[src/rtl/timebase_ctrl.sv]
// timebase_ctrl: run/pause/clear controller for the system timebase.
//
// A prescaler divides clk by SYS_DIV into tick_us; two decimal stages divide
// by DEC_DIV into tick_ms and tick_s; sec_cnt counts seconds 0..59. All ticks
// are single-cycle clock enables, registered, and only advance while RUN.
//
// Ports:
//   clk      in   system clock, posedge
//   reset_n  in   asynchronous active-low reset
//   start    in   run / resume request (level)
//   stop     in   pause request (level)
//   clear    in   return to IDLE and zero all counts (level)
//   state    out  2'b00 IDLE, 2'b01 RUN, 2'b10 PAUSE
//   busy     out  high while RUN
//   tick_us  out  one pulse every SYS_DIV running cycles
//   tick_ms  out  one pulse every DEC_DIV tick_us periods
//   tick_s   out  one pulse every DEC_DIV tick_ms periods
//   sec_cnt  out  seconds count 0..59
//
// Build option: define TIMEBASE_FAST_SIM_EN to force SYS_DIV=4 and DEC_DIV=10
// regardless of the parameters (fast simulation); port list is unchanged.
module timebase_ctrl #(
  parameter int unsigned SYS_DIV = 100,
  parameter int unsigned DEC_DIV = 1000
) (
  input  logic       clk,
  input  logic       reset_n,
  input  logic       start,
  input  logic       stop,
  input  logic       clear,
  output logic [1:0] state,
  output logic       busy,
  output logic       tick_us,
  output logic       tick_ms,
  output logic       tick_s,
  output logic [5:0] sec_cnt
);

`ifdef TIMEBASE_FAST_SIM_EN
  localparam int unsigned SYS_DIV_E = 4;
  localparam int unsigned DEC_DIV_E = 10;
`else
  localparam int unsigned SYS_DIV_E = SYS_DIV;
  localparam int unsigned DEC_DIV_E = DEC_DIV;
`endif

  localparam int unsigned SYS_W = (SYS_DIV_E > 1) ? $clog2(SYS_DIV_E) : 1;
  localparam int unsigned DEC_W = (DEC_DIV_E > 1) ? $clog2(DEC_DIV_E) : 1;

  localparam logic [SYS_W-1:0] SYS_MAX = SYS_W'(SYS_DIV_E - 1);
  localparam logic [DEC_W-1:0] DEC_MAX = DEC_W'(DEC_DIV_E - 1);
  localparam logic [5:0]       SEC_MAX = 6'd59;

  typedef enum logic [1:0] {
    ST_IDLE  = 2'b00,
    ST_RUN   = 2'b01,
    ST_PAUSE = 2'b10
  } state_e;

  state_e           state_q, state_d;
  logic             busy_q, busy_d;
  logic [SYS_W-1:0] cnt_sys_q, cnt_sys_d;
  logic [DEC_W-1:0] cnt_us_q, cnt_us_d;
  logic [DEC_W-1:0] cnt_ms_q, cnt_ms_d;
  logic [5:0]       sec_q, sec_d;
  logic             tick_us_q, tick_us_d;
  logic             tick_ms_q, tick_ms_d;
  logic             tick_s_q, tick_s_d;
  logic             run_en;

  // Priority clear > stop > start; stop outside RUN is a no-op that still
  // masks a simultaneous start.
  always_comb begin
    state_d = state_q;
    if (clear) begin
      state_d = ST_IDLE;
    end else if (stop) begin
      if (state_q == ST_RUN) state_d = ST_PAUSE;
    end else if (start) begin
      if (state_q != ST_RUN) state_d = ST_RUN;
    end
    busy_d = (state_d == ST_RUN);
  end

  // Count only on edges where we are in RUN and stay in RUN, so the stop
  // edge neither advances the counters nor emits a tick.
  assign run_en = (state_q == ST_RUN) && !clear && !stop;

  always_comb begin
    cnt_sys_d = cnt_sys_q;
    cnt_us_d  = cnt_us_q;
    cnt_ms_d  = cnt_ms_q;
    sec_d     = sec_q;
    tick_us_d = 1'b0;
    tick_ms_d = 1'b0;
    tick_s_d  = 1'b0;
    if (clear) begin
      cnt_sys_d = '0;
      cnt_us_d  = '0;
      cnt_ms_d  = '0;
      sec_d     = '0;
    end else if (run_en) begin
      cnt_sys_d = (cnt_sys_q == SYS_MAX) ? '0 : cnt_sys_q + SYS_W'(1);
      if (cnt_sys_q == SYS_MAX) begin
        tick_us_d = 1'b1;
        cnt_us_d  = (cnt_us_q == DEC_MAX) ? '0 : cnt_us_q + DEC_W'(1);
        if (cnt_us_q == DEC_MAX) begin
          tick_ms_d = 1'b1;
          cnt_ms_d  = (cnt_ms_q == DEC_MAX) ? '0 : cnt_ms_q + DEC_W'(1);
          if (cnt_ms_q == DEC_MAX) begin
            tick_s_d = 1'b1;
            sec_d    = (sec_q == SEC_MAX) ? '0 : sec_q + 6'd1;
          end
        end
      end
    end
  end

  always_ff @(posedge clk or negedge reset_n) begin
    if (!reset_n) begin
      state_q   <= ST_IDLE;
      busy_q    <= 1'b0;
      cnt_sys_q <= '0;
      cnt_us_q  <= '0;
      cnt_ms_q  <= '0;
      sec_q     <= '0;
      tick_us_q <= 1'b0;
      tick_ms_q <= 1'b0;
      tick_s_q  <= 1'b0;
    end else begin
      state_q   <= state_d;
      busy_q    <= busy_d;
      cnt_sys_q <= cnt_sys_d;
      cnt_us_q  <= cnt_us_d;
      cnt_ms_q  <= cnt_ms_d;
      sec_q     <= sec_d;
      tick_us_q <= tick_us_d;
      tick_ms_q <= tick_ms_d;
      tick_s_q  <= tick_s_d;
    end
  end

  assign state   = state_q;
  assign busy    = busy_q;
  assign tick_us = tick_us_q;
  assign tick_ms = tick_ms_q;
  assign tick_s  = tick_s_q;
  assign sec_cnt = sec_q;

endmodule

[config.mk]
export PLATFORM = sky130hd
export DESIGN_NAME = timebase_ctrl
export DESIGN_NICKNAME = d
export VERILOG_FILES = /design/src/rtl/timebase_ctrl.sv
export SDC_FILE = /design/constraint.sdc
export NUM_CORES = 1
export LEC_CHECK = 0
export ABC_AREA = 0
export BUFFER_PORTS_ARGS = -buffer_cell sky130_fd_sc_hd__buf_4
export CAP_MARGIN = 20
export CORE_MARGIN = 1
export CORE_UTILIZATION = 59
export CTS_BUF_LIST = sky130_fd_sc_hd__clkbuf_16
export CTS_CLUSTER_DIAMETER = 40
export CTS_CLUSTER_SIZE = 28
export DETAILED_ROUTE_END_ITERATION = 10
export GPL_TIMING_DRIVEN = 0
export PLACE_DENSITY = 0.79
export SKIP_CTS_REPAIR_TIMING = 1
export SLEW_MARGIN = 25
export SYNTH_ARGS = -nofsm -noshare
export SYNTH_HDL_FRONTEND = slang
export SYNTH_SLANG_ARGS = --single-unit
[constraint.sdc]
create_clock -name clk -period 2.8 [get_ports clk]
set_input_delay 0.42 -clock clk [delete_from_list [all_inputs] [get_ports clk]]
set_output_delay 0.42 -clock clk [all_outputs]
set_load 0.005 [all_outputs]
Yosys cells after proc, flatten, opt, wreduce, memory -nomap -nowiden
Cells that the tools add are included.
- $add $sub $neg: 4
- eq/ne operators: 7
- muxes and demuxes: 35
- reductions and logical operators: 11
- operator list (kind ; count):
    10-bit two-way mux ; 9
    6-bit two-way mux ; 6
    7-bit two-way mux ; 3
    10-bit by 1-bit adder with 10-bit output (second input constant) ; 2
    10-bit equality test (second input constant) ; 2
    1-bit two-way mux ; 12
    2-bit two-way mux ; 5
    2-bit nonzero test ; 4
    7-bit by 1-bit adder with 7-bit output (second input constant) ; 1
    7-bit equality test (second input constant) ; 1
    6-bit by 1-bit adder with 6-bit output (second input constant) ; 1
    6-bit equality test (second input constant) ; 1
    2-bit by 1-bit equality test with 1-bit output (second input constant) ; 2
    4-bit AND reduction ; 1
    3-bit AND reduction ; 1
    1-bit logical AND ; 2
    1-bit zero test ; 2
    2-bit by 1-bit != test with 1-bit output (second input constant) ; 1
    2-bit AND reduction ; 1
- bits in registers: 39
- input port bits: 5
- output and inout bits: 12
- logic and storage cells: 66

Depth between registers and ports, before layout
- word-level depth: 7
- depth in mapped cells: 8
- gate-level depth less buffers: 6

Worst setup path after synthesis
Ideal clock, no wire load.
- path kind: reg2reg
- start point: register cnt_sys_q[3]
- end point: register sec_q[0] (netlist: sec_cnt[0])
- library setup time: 0.078 ns
- arrival time: 2.053 ns
- required time: 2.722 ns
- slack: 0.669 ns
- cell stages (with the launch flop): 7
- path buffers: 1
- clock period less this slack: 2.131 ns
- cell sequence: dfrtp_1 or4b_4 nor4_4 nand3_2 buf_6 or3_1 a21oi_1
- word-level cells in the longest chain between the ends: 3
- RTL lines (element ; line ; source):
    start, declared ; 62 ; logic [SYS_W-1:0] cnt_sys_q, cnt_sys_d;
    start signal, assigned ; 133 ; cnt_sys_q <= cnt_sys_d;
    7-bit equality test ; 104 ; if (cnt_sys_q == SYS_MAX) begin
    2-bit nonzero test (no line) ; - ;
    4-bit AND reduction (no line) ; - ;
    end signal, assigned ; 126 ; sec_q <= '0;
    end signal, assigned ; 136 ; sec_q <= sec_d;
    end, declared ; 65 ; logic [5:0] sec_q, sec_d;
No other way between the ends.
A chain may end at the register's enable or synchronous reset.

Worst setup path after layout
Ends and elaborated chain as after synthesis.

==> results.py <==
metrics = {
    "logic_synthesis": {
        "synth_area_um2": 2060,
        "synth-seq-cells": 39,
        "ys_warn_count": 0,
        "synth-seq-area-share_pct": 47.3,
        "syn-num-nets": 222,
        "yosysMostFrequentCell": "dfrtp_1",
        "synth_area_per_cell_um2": 9.69,
        "yosys.area.top_type": "dfrtp_1",
        "ys_types": 44,
        "synth.area.top_cells": "dfrtp_1, nor2_1, a21oi_1",
        "synth-edff-count": 0,
        "postSynthCellCount": 213,
        "synthTopCellsByCount": "dfrtp_1, nor2_1, a21oi_1",
        "synth_top_area_share_pct": 47.3,
        "synth_flop_cell": "dfrtp_1",
        "ys_async_sr_fraction_pct": 100,
    },
    "place": {
        "place.port_buffers": 16,
        "gp_congestion": 0.833,
        "dp_hpwl_um": 3180,
        "dpl_cell_area_um2": 2240,
        "dp_slack_ps": 336,
    },
    "clock_tree": {
        "root_buffer": "clkbuf_16",
        "htreeDepth": 2,
        "tritoncts": "yes",
        "clockBufferDepth": 2,
        "clock_latency_ps": 280,
        "cts_buffers": 5,
        "clock_sinks": 39,
        "clkTransAtPathRegs_ps": 60,
    },
    "hold_path": {
        "hold_path.class": "input port to asynchronous set/reset pin",
    },
    "global_routing": {
        "grt_max_degree": 40,
        "overflow": 0,
        "antenna_found_initial": 0,
        "grt_pass1_wl_um": 7270,
        "grt_pass1_vias": 1643,
        "gr-usage-all-layers_pct": 26.3,
    },
    "timing": {
        "fmax_ghz": 0.406,
        "hold_viol": 0,
        "skew_ps": 8.90,
        "slew_headroom_pct": 40.8,
        "setup_ws_ps": 339,
        "tightest_slew_ps": 886,
        "finalMaxSlewViolations": 0,
        "tns_ps": 0,
        "setup_viol": 0,
        "rsz0062_at_grt": "false",
        "period_share_pct": 87.9,
        "finalCriticalPeriod_ps": 2460,
    },
    "finish": {
        "post-route-util_pct": 72.9,
        "synthToLayoutAreaGrowth_pct": 17.8,
        "drive_gt1_share_pct": 14.8,
        "num-nets-final": 245,
        "stdcell_area_um2": 2430,
        "diodes": 0,
    },
    "run": {
        "drv_cap": 0,
    },
    "status": {
        "status": "finished clean",
    },
    "drt": {
        "highest_layer": "met4",
        "drt_iter0_drc": 127,
        "wire_per_inst_um": 16.2,
        "route.met3.wl_um": 163,
        "drtAntennaViolNets": 0,
        "viasPerCell": 6.19,
        "dr_total_vias": 1751,
        "first_pass_iters": 4,
        "drcViolationCount": 0,
        "dr_wl_met2_um": 2390,
        "wl_um": 4580,
        "met1Wirelength_um": 1980,
    },
    "worst_setup_path": {
        "critical_path_required_ps": 3010,
        "worstSetupPathType": "register to register",
        "worst_r2r_startpoint": "cnt_sys_q[3]$_DFFE_PN0P_",
        "start_kind": "register",
        "crit_cells": 6,
        "cp.arrival_ps": 2670,
        "endpoint": "sec_cnt[0]$_DFFE_PN0P_",
        "critical_path_peak_fanout": 10,
        "worst_setup_path_end_kind": "register",
        "max_stage_delay_ps": 630,
        "r2r_setup_slack_ps": 340,
        "reg2reg_to": "sec_cnt[0]$_DFFE_PN0P_",
        "cp_num_buf_inv": 1,
        "cp_top_family": "simple AND/OR/NAND/NOR gates",
        "reg2reg_depth": 6,
        "startpoint": "cnt_sys_q[3]$_DFFE_PN0P_",
        "critPathSlowestCell": "or4b_4",
        "path_cells": "or4b_4 -> nor4_4 -> nand3_2 -> buf_6 -> or3_1 -> a21oi_1",
    },
    "die": {
        "num_io_pins": 17,
        "core_um2": 3340,
        "dieHeight_um": 61.2,
        "start_util_pct": 61.9,
        "die_width_um": 61.2,
        "dieArea_um2": 3740,
        "fp-row-count": 21,
    },
    "pwr": {
        "power.density_nw_per_um2": 553,
        "power_w": 0.00134,
        "leakagePower_nw": 1.06,
        "ir_drop_mv": 0.492,
    },
}
-- routing by layer --
metal | global-route usage, % | up-vias
li1 | - | 825
met1 | 34.1 | 875
met2 | 43.0 | 45
met3 | 6.72 | 6
met4 | 8.77 | 0
met5 | 0 | -
-- worst min path at each step --
stage | endpoint | depth (start not counted) | slack [ps]
global route | cnt_ms_q[2]$_DFFE_PN0P_ | 1 | 150
detailed placement | cnt_ms_q[6]$_DFFE_PN0P_ | 1 | 420
floorplan | busy$_DFF_PN0_ | 0 | 120
global placement | cnt_ms_q[6]$_DFFE_PN0P_ | 1 | 410
CTS | cnt_ms_q[6]$_DFFE_PN0P_ | 1 | 120
finish | tick_ms$_DFF_PN0_ | 1 | 100
-- placed cells by master, fill, tap and decap left out, types with 2 or more instances in the layout --
cell	n
dfrtp_1	39
nor2_1	27
a21oi_1	16
buf_4	16
o21ai_0	14
nand2_1	13
nand3_1	13
and3_1	8
xor2_1	8
or3_1	7
nand4_1	5
nor2b_1	5
clkbuf_16	5
clkbuf_1	4
nor3_1	4
inv_1	4
ha_1	4
nand2b_1	3
nor4_4	3
mux2i_1	3
a31oi_1	3
a311oi_1	3
xnor2_1	2
o31ai_1	2
or4_1	2
o2111ai_1	2
bufinv_16	2
-- registers in the layout, indices dropped and copies added, names as in the netlist --
register and cells:
busy 1, cnt_ms_q 10, cnt_sys_q 7, cnt_us_q 10
sec_cnt 6, state 2, tick_ms 1, tick_s 1
tick_us 1
-- power breakdown --
part / internal, W / leakage (nW) / total, W / switching [W]
combinational: 0.0000142 / 0.424 / 0.0000495 / 0.0000353
sequential: 0.000568 / 0.542 / 0.000573 / 0.00000449
clock: 0.000507 / 0.0952 / 0.000721 / 0.000214
total: 0.00109 / 1.06 / 0.00134 / 0.000254
-- area by class of cell --
type                    instances  area (um2)
plain buffers                   6        31.3
flip-flops and latches         39         976
fillers                       256         906
repair buffers                 16         120
inverters                       3        11.3
multi-input cells             165        1050
clock buffers                   5         125
clock inverters                 3        63.8
well taps                      46        57.6
-- cells by family (layout without fill, tap and decap cells) --
logic type      count (synthesis)  count (layout)  share of synthesized area [%]
flops                          39              39                           47.3
compound gates                 45              45                           13.2
fa+ha+maj                       4               4                           2.42
mux                             4               4                           2.00
simple gates                  102             102                           28.8
xor+xnor                       10              10                           4.24
buf+inv                         9              33                           2.06
-- per-stage QoR --
stage               hold WS, ps  instances
floorplan                   124        213
CTS                         120        283
detailed placement          420        275
finish                      103        283
global placement            407        275
global route                150        283
No activity file was read; power rests on OpenSTA's default activity.
